[config.mk]
export PLATFORM = sky130hd
export DESIGN_NAME = l15_tag_lookup_ctrl
export DESIGN_NICKNAME = d
export VERILOG_FILES = /design/src/rtl/l15_tag_pkg.sv /design/src/rtl/l15_tag_lookup_ctrl_cmp.sv /design/src/rtl/l15_tag_lookup_ctrl.sv
export SDC_FILE = /design/constraint.sdc
export NUM_CORES = 1
export LEC_CHECK = 0
export ABC_AREA = 1
export CAP_MARGIN = 30
export CORE_MARGIN = 8
export CORE_UTILIZATION = 42
export DETAILED_ROUTE_END_ITERATION = 6
export GPL_TIMING_DRIVEN = 1
export PLACE_DENSITY = 0.85
export SLEW_MARGIN = 20
export SYNTH_ARGS = -nofsm -noshare
export SYNTH_HDL_FRONTEND = slang
export SYNTH_SLANG_ARGS = --single-unit
[constraint.sdc]
create_clock -name clk -period 4.75 [get_ports clk]
set_clock_uncertainty 0.15 [all_clocks]
set_input_delay 0.475 -clock clk [delete_from_list [all_inputs] [get_ports clk]]
set_output_delay 0.475 -clock clk [all_outputs]
set_load 0.005 [all_outputs]
[src/rtl/l15_tag_pkg.sv]
// Shared types and helpers for the L1.5 instruction-cache tag lookup slice.
// Optional macro: L15_TAG_PARITY_EN adds an even-parity bit above {valid, tag}.
package l15_tag_pkg;

  typedef enum logic [1:0] {
    IDLE        = 2'd0,
    INIT_SWEEP  = 2'd1,
    FLUSH_SWEEP = 2'd2
  } state_t;

  localparam int DEFAULT_SET_ADDR_WIDTH = 6;
  localparam int DEFAULT_TAG_WIDTH      = 6;

  // Position of the valid bit for the default tag width (entry = {valid, tag}).
  localparam int VALID_BIT = DEFAULT_TAG_WIDTH;

  // Width of one stored tag entry: {valid, tag}, plus a parity MSB when enabled.
  function automatic int tag_entry_width(input int tag_width);
`ifdef L15_TAG_PARITY_EN
    return tag_width + 2;
`else
    return tag_width + 1;
`endif
  endfunction

endpackage

[src/rtl/l15_tag_lookup_ctrl_cmp.sv]
// Combinational tag comparator for one way: valid check, tag equality and,
// when L15_TAG_PARITY_EN is defined, an even-parity check over the whole word.
module l15_tag_cmp
  import l15_tag_pkg::*;
#(
  parameter int TAG_WIDTH = 6
) (
  input  logic [tag_entry_width(TAG_WIDTH)-1:0] rdata,
  input  logic [TAG_WIDTH-1:0]                  cmp_tag,
`ifdef L15_TAG_PARITY_EN
  output logic                                  parity_err,
`endif
  output logic                                  hit
);

  logic tag_match;

  assign tag_match = rdata[TAG_WIDTH] & (rdata[TAG_WIDTH-1:0] == cmp_tag);

`ifdef L15_TAG_PARITY_EN
  // A stored word with odd total parity is corrupt and can never hit.
  assign parity_err = ^rdata;
  assign hit        = tag_match & ~parity_err;
`else
  assign hit        = tag_match;
`endif

endmodule

[src/rtl/l15_tag_lookup_ctrl.sv]
// L1.5 I-cache tag-RAM port controller: invalidation sweeps, refill writes
// and fetch lookups share one tag-RAM port; lookups return hit one cycle
// after grant. Optional macro: L15_TAG_PARITY_EN (parity bit + parity_err).
module l15_tag_lookup_ctrl
  import l15_tag_pkg::*;
#(
  parameter int SET_ADDR_WIDTH = 6,
  parameter int TAG_WIDTH      = 6
) (
  input  logic                                  clk,
  input  logic                                  rst_n,
  input  logic                                  lookup_req,
  output logic                                  lookup_gnt,
  input  logic [SET_ADDR_WIDTH-1:0]             lookup_set,
  input  logic [TAG_WIDTH-1:0]                  lookup_tag,
  output logic                                  lookup_rvalid,
  output logic                                  lookup_hit,
  input  logic                                  refill_req,
  input  logic [SET_ADDR_WIDTH-1:0]             refill_set,
  input  logic [TAG_WIDTH-1:0]                  refill_tag,
  output logic                                  refill_gnt,
  input  logic                                  flush_req,
  output logic                                  flush_ack,
  output logic                                  busy,
  output logic                                  tag_req,
  output logic                                  tag_write,
  output logic [SET_ADDR_WIDTH-1:0]             tag_addr,
  output logic [tag_entry_width(TAG_WIDTH)-1:0] tag_wdata,
`ifdef L15_TAG_PARITY_EN
  output logic                                  parity_err,
`endif
  input  logic [tag_entry_width(TAG_WIDTH)-1:0] tag_rdata
);

  localparam logic [SET_ADDR_WIDTH-1:0] LAST_SET = {SET_ADDR_WIDTH{1'b1}};

  state_t                    state;
  logic [SET_ADDR_WIDTH-1:0] sweep_cnt;
  logic [TAG_WIDTH-1:0]      cmp_tag;
  logic [TAG_WIDTH:0]        refill_entry;
  logic                      cmp_hit;

  assign busy         = (state != IDLE);
  assign refill_entry = {1'b1, refill_tag};

  // Sweep sequencing: count through every set, return to IDLE after the last,
  // and acknowledge only sweeps that were requested by flush_req.
  always_ff @(posedge clk or negedge rst_n) begin
    if (!rst_n) begin
      state     <= INIT_SWEEP;
      sweep_cnt <= '0;
      flush_ack <= 1'b0;
    end else begin
      flush_ack <= 1'b0;
      case (state)
        IDLE: begin
          if (flush_req && !flush_ack) begin
            state     <= FLUSH_SWEEP;
            sweep_cnt <= '0;
          end
        end
        INIT_SWEEP, FLUSH_SWEEP: begin
          sweep_cnt <= sweep_cnt + 1'b1;
          if (sweep_cnt == LAST_SET) begin
            state     <= IDLE;
            flush_ack <= (state == FLUSH_SWEEP);
          end
        end
        default: begin
          state     <= INIT_SWEEP;
          sweep_cnt <= '0;
        end
      endcase
    end
  end

  // Port arbitration: sweep owns the port, otherwise refill beats lookup.
  always_comb begin
    tag_req    = 1'b0;
    tag_write  = 1'b0;
    tag_addr   = '0;
    tag_wdata  = '0;
    refill_gnt = 1'b0;
    lookup_gnt = 1'b0;
    if (busy) begin
      tag_req   = 1'b1;
      tag_write = 1'b1;
      tag_addr  = sweep_cnt;
    end else if (refill_req) begin
      tag_req    = 1'b1;
      tag_write  = 1'b1;
      tag_addr   = refill_set;
      refill_gnt = 1'b1;
`ifdef L15_TAG_PARITY_EN
      tag_wdata  = {^refill_entry, refill_entry};
`else
      tag_wdata  = refill_entry;
`endif
    end else if (lookup_req) begin
      tag_req    = 1'b1;
      lookup_gnt = 1'b1;
      tag_addr   = lookup_set;
    end
  end

  // Lookup result stage: capture the request tag to compare with next-cycle data.
  always_ff @(posedge clk or negedge rst_n) begin
    if (!rst_n) begin
      lookup_rvalid <= 1'b0;
      cmp_tag       <= '0;
    end else begin
      lookup_rvalid <= lookup_gnt;
      if (lookup_gnt) begin
        cmp_tag <= lookup_tag;
      end
    end
  end

`ifdef L15_TAG_PARITY_EN
  logic cmp_perr;

  l15_tag_cmp #(.TAG_WIDTH(TAG_WIDTH)) u_cmp (
    .rdata      (tag_rdata),
    .cmp_tag    (cmp_tag),
    .parity_err (cmp_perr),
    .hit        (cmp_hit)
  );

  assign parity_err = lookup_rvalid & cmp_perr;
`else
  l15_tag_cmp #(.TAG_WIDTH(TAG_WIDTH)) u_cmp (
    .rdata   (tag_rdata),
    .cmp_tag (cmp_tag),
    .hit     (cmp_hit)
  );
`endif

  assign lookup_hit = lookup_rvalid & cmp_hit;

endmodule
---- Yosys cells after proc, flatten, opt, wreduce, memory -nomap -nowiden ----
Cells that the tools add are included.
operators by class
  $add $sub $neg .......................... 1
  equal/unequal tests ..................... 6
  mux-type cells .......................... 20
  bitwise gates (word level) .............. 2
  reductions and logical operators ........ 6
operators by type and width
  kind                 count
  $mux 6               4
  $mux 7               2
  $pmux 6 s2           1
  $mux 1               10
  $add 6x1->6 const B  1
  $eq 6x6->1           1
  $eq 6x6->1 const B   1
  $mux 2               2
  $ne 2x2->1 const B   2
  $pmux 2 s2           1
  $and 1x1->1          2
  $eq 2x1->1 const B   1
  $eq 2x2->1 const B   1
  $logic_not 2->1      1
  $reduce_and 2->1     1
  $reduce_bool 2->1    1
  $reduce_or 2->1      1
  $logic_and 1x1->1    1
  $logic_not 1->1      1
storage, ports and cells
  register bits after elaboration ......... 16
  input bits .............................. 36
  output and inout bits ................... 21

---- Logic depth before layout (Yosys ltp) ----
  depth after elaboration ................. 4
  gate-level depth with buffers ........... 7
  mapped depth without buffers ............ 7

---- Hierarchy ----
Synthesis repeated with hierarchy kept, for this count alone.
second synthesis, totals
  cells, all modules ...................... 171
  area total of the unflattened synthesis .. 1102.3 um^2
modules (own cells, without submodules)
  module               times used  cells an instance  area an instance (um^2)  sequential area each (um^2)
  l15_tag_lookup_ctrl  1           141                979.7                    401.6
  l15_tag_cmp          1           30                 122.6                    0.0

---- Least setup slack after synthesis ----
No wires, ideal clock.
  kind .................................... reg-to-output
  start point ............................. register state[0]
  end point ............................... output port tag_addr[2]
  arrival time ............................ 1.245 ns
  required time ........................... 4.125 ns
  path slack .............................. 2.880 ns
  cell stages (with the launch flop) ...... 8
  cells stage by stage .................... dfstp_2 inv_1 ha_1 nand2_2 inv_4 buf_12 nand2_2 nand3_2
between the ends
  word-level cells in the longest chain between the ends .. 2
RTL lines
  what                    RTL line                   source
  start, declared         l15_tag_lookup_ctrl.sv:37  state_t state;
  start signal, assigned  l15_tag_lookup_ctrl.sv:50  state <= INIT_SWEEP;
  start signal, assigned  l15_tag_lookup_ctrl.sv:58  state <= FLUSH_SWEEP;
  start signal, assigned  l15_tag_lookup_ctrl.sv:65  state <= IDLE;
  $reduce_bool 2->1       l15_tag_lookup_ctrl.sv:43  assign busy = (state != IDLE);
  $mux 6                  l15_tag_lookup_ctrl.sv:85  if (busy) begin
  end, declared           l15_tag_lookup_ctrl.sv:27  output logic [SET_ADDR_WIDTH-1:0] tag_addr,
No other way between the ends.

---- Worst setup path after layout ----
  start point ............................. register state[1]
  end point ............................... output port tag_addr[1]
Same word-level chain as after synthesis.

==> run_summary.xml <==
<?xml version="1.0" encoding="UTF-8"?>
<metrics>
  <group name="cts">
    <metric name="postCtsSetupRepairBufs" unit="">0</metric>
    <metric name="clk_transition_reported_paths" unit="ns">0.08</metric>
    <metric name="cts_tree" unit="">yes</metric>
    <metric name="clock_tree.htree_level_count" unit="">1</metric>
    <metric name="postCtsHoldBufs" unit="">0</metric>
    <metric name="clock_insertion_delay_worst_skew" unit="ns">0.29</metric>
    <metric name="number_of_buffers_created_by_cts" unit="">3</metric>
    <metric name="cts-resized-gates" unit="">0</metric>
    <metric name="clk_root_buffer_cell" unit="">sky130_fd_sc_hd__clkbuf_4</metric>
    <metric name="cts_max_path_buffers" unit="">2</metric>
    <metric name="cts_num_sinks" unit="">16</metric>
  </group>
  <group name="synthesis">
    <metric name="synth_top_area_share" unit="">0.350</metric>
    <metric name="mappedNetlistNets" unit="">187</metric>
    <metric name="synthFlopType" unit="">sky130_fd_sc_hd__dfrtp_1</metric>
    <metric name="syn_inst" unit="">147</metric>
    <metric name="synth_area" unit="um^2">1070</metric>
    <metric name="synth_area_leaders" unit="">sky130_fd_sc_hd__dfrtp_1, sky130_fd_sc_hd__nand2_1, sky130_fd_sc_hd__inv_1</metric>
    <metric name="synth_edf_count" unit="">0</metric>
    <metric name="avgSynthCellArea" unit="um^2">7.29</metric>
    <metric name="ys_async_sr_fraction" unit="">1.00</metric>
    <metric name="yosys_warnings" unit="">0</metric>
    <metric name="synth_area_leader_cell" unit="">sky130_fd_sc_hd__dfrtp_1</metric>
    <metric name="synth.top_cells.by_count" unit="">sky130_fd_sc_hd__nand2_1, sky130_fd_sc_hd__inv_1, sky130_fd_sc_hd__dfrtp_1, sky130_fd_sc_hd__nor2_1, sky130_fd_sc_hd__nand3_1</metric>
    <metric name="sequential_to_total_area_share_from_yosys_stat" unit="">0.375</metric>
    <metric name="yosysMostFrequentCell" unit="">sky130_fd_sc_hd__nand2_1</metric>
    <metric name="synth_cell_types" unit="">23</metric>
    <metric name="synth_seq_cells" unit="">16</metric>
  </group>
  <group name="finish">
    <metric name="seqCellArea" unit="um^2">402</metric>
    <metric name="drive_gt1_frac" unit="">0.0887</metric>
    <metric name="nets" unit="">244</metric>
    <metric name="antenna_diode_instance_count" unit="">0</metric>
    <metric name="areaGrowthSynthToFinish" unit="%">54.8</metric>
    <metric name="post_layout_nonfiller_instances" unit="">233</metric>
    <metric name="filler_cell_count" unit="">209</metric>
    <metric name="area_of_the_multi_input_gates" unit="um^2">536</metric>
  </group>
  <group name="timing">
    <metric name="final_min_period_over_clock_period" unit="">0.630</metric>
    <metric name="slew-limit-headroom" unit="">0.536</metric>
    <metric name="timing.final.ws_setup" unit="ns">1.76</metric>
    <metric name="fmax" unit="MHz">334</metric>
    <metric name="timing.setup.tns" unit="ns">0</metric>
    <metric name="timing_max_transition_violations_final" unit="">0</metric>
    <metric name="final-hold-violation-count" unit="">0</metric>
    <metric name="hold-worst-slack" unit="ns">0.355</metric>
    <metric name="worstMarginPinSlew" unit="ns">0.693</metric>
    <metric name="grt_setup_unrepaired" unit="">false</metric>
    <metric name="final-setup-viol-count" unit="">0</metric>
    <metric name="min_period" unit="ns">2.99</metric>
  </group>
  <group name="route">
    <metric name="drt_first_iter_violations" unit="">35</metric>
    <metric name="vias_per_cell" unit="">4.85</metric>
    <metric name="route.vias.total" unit="">1129</metric>
    <metric name="routed_wire_length_per_instance" unit="um">13.3</metric>
    <metric name="drt_drc_violations_left" unit="">0</metric>
    <metric name="drt-total-wl" unit="mm">3.10</metric>
    <metric name="detail_route.first_pass.iterations" unit="">4</metric>
    <metric name="antenna_left" unit="">0</metric>
  </group>
  <group name="global_routing">
    <metric name="gr_usage_total" unit="">0.148</metric>
    <metric name="pin_count_of_the_biggest_net_entering_global_routing" unit="">17</metric>
    <metric name="number_of_antenna_violations_at_the_first_check_in_global_routing" unit="">0</metric>
    <metric name="vias_in_the_first_global_route" unit="">1079</metric>
    <metric name="grt-ovfl-total" unit="">0</metric>
    <metric name="grt_first_pass_wirelength" unit="mm">5.22</metric>
  </group>
  <group name="setup_path">
    <metric name="crit_path_start_kind" unit="">register</metric>
    <metric name="required_time_worst_endpoint" unit="ns">4.12</metric>
    <metric name="critPathKind" unit="">register to output port</metric>
    <metric name="worst-path-max-fanout" unit="">13</metric>
    <metric name="worst_ep_arrival_time" unit="ns">2.37</metric>
    <metric name="worst_r2r_path_depth" unit="">6</metric>
    <metric name="endpoint_kind" unit="">output port</metric>
  </group>
  <group name="floorplan">
    <metric name="die_w" unit="um">66.5</metric>
    <metric name="die-area" unit="um^2">4430</metric>
    <metric name="chipHeight" unit="um">66.5</metric>
    <metric name="rows" unit="">18</metric>
    <metric name="initial_utilization" unit="">0.437</metric>
    <metric name="core_area" unit="um^2">2450</metric>
    <metric name="io_pins" unit="">57</metric>
  </group>
  <group name="min_path">
    <metric name="worst_hold_path_type" unit="">register to register</metric>
    <metric name="worstHoldPathCells" unit="">2</metric>
  </group>
  <group name="power_and_ir_drop">
    <metric name="leakage" unit="nW">0.762</metric>
    <metric name="ir_drop" unit="mV">0.440</metric>
    <metric name="power.density" unit="nW/um^2">371</metric>
  </group>
  <group name="job">
    <metric name="cap_violations" unit="">0</metric>
  </group>
  <group name="place">
    <metric name="hpwlAfterDp" unit="mm">2.56</metric>
    <metric name="numPlacedInstances" unit="">229</metric>
    <metric name="portBuffers" unit="">56</metric>
    <metric name="detailedPlace.worstSlack" unit="ns">2.01</metric>
    <metric name="gp_congestion" unit="">0.872</metric>
  </group>
  <group name="run_status">
    <metric name="status" unit="">completed</metric>
  </group>
</metrics>
[final timing paths]
path / start / end / slack, ns
min reg2reg: state[0] / state[0] / 0.35
max reg2reg: state[0] / state[1] / 2.84
min: state[0] / state[0] / 0.35
max: state[1] / tag_addr[1] / 1.76
min in group asynchronous: rst_n / cmp_tag[2] / 0.45
max in group asynchronous: rst_n / sweep_cnt[5] / 3.56
[placed cells by master (no fill, tap or decap), drive strengths merged]
| master | instances |
|---|---|
| xor2 | 1 |
| nor2 | 16 |
| ha | 4 |
| inv | 23 |
| dfstp | 1 |
| xnor2 | 3 |
| o211ai | 5 |
| nand4 | 2 |
| a21oi | 2 |
| nand2 | 49 |
| nand3 | 16 |
| clkdlybuf4s50 | 56 |
| o22ai | 1 |
| o21ai | 5 |
| dfrtp | 15 |
| clkbuf | 4 |
[sequential cells by signal, indices dropped and copies added, names as in the netlist]
register / count
cmp_tag: 6
flush_ack: 1
lookup_rvalid: 1
state: 2
sweep_cnt: 6
[per-layer routing]
layer	routed length, um	global-route usage
met2	1570	0.250
met1	1320	0.184
met4	0	0.0160
met5	0	0
met3	217	0.0487
[cells by family (layout without fill, tap and decap cells)]
family                     count (synthesis)  after routing  share of synthesized area
AOI/OAI and AO/OA                         13             13                     0.0805
DFF                                       16             16                      0.375
xor gates and xnor gates                   4              4                     0.0327
buffers and inverters                     27             83                      0.126
adders and majority gates                  4              4                     0.0467
and+or+nand+nor                           83             83                      0.340
[power breakdown]
group          switching, mW  internal, mW
Combinational          0.160         0.161
Sequential            0.0314         0.176
Clock                 0.0416        0.0467
[metrics by stage]
step / util / instance area, um^2 / power [mW]
finish: 0.676 / 1660 / 0.616
global route: 0.676 / 1660 / 0.671
CTS: 0.676 / 1660 / 0.623
detailed placement: 0.662 / 1620 / 0.533
global placement: 0.662 / 1620 / 0.516
floorplan: - / 1070 / 0.392
[area by class of cell]
class,count,area share
sequential,16,0.242
inverter,23,0.0535
tap,30,0.0226
timing repair buffer,56,0.338
multi-input combinational,104,0.323
clock buffer,4,0.0219
[critical path, stage by stage, from the launching register on]
cell and delay [ns]:
sky130_fd_sc_hd__dfrtp_1 0.42, sky130_fd_sc_hd__inv_1 0.07, sky130_fd_sc_hd__ha_1 0.49, sky130_fd_sc_hd__nand2_2 0.21
sky130_fd_sc_hd__inv_2 0.18, sky130_fd_sc_hd__nand2_1 0.07, sky130_fd_sc_hd__o211ai_1 0.09, sky130_fd_sc_hd__clkdlybuf4s50_1 0.54
No activity file was read; power rests on OpenSTA's default activity.
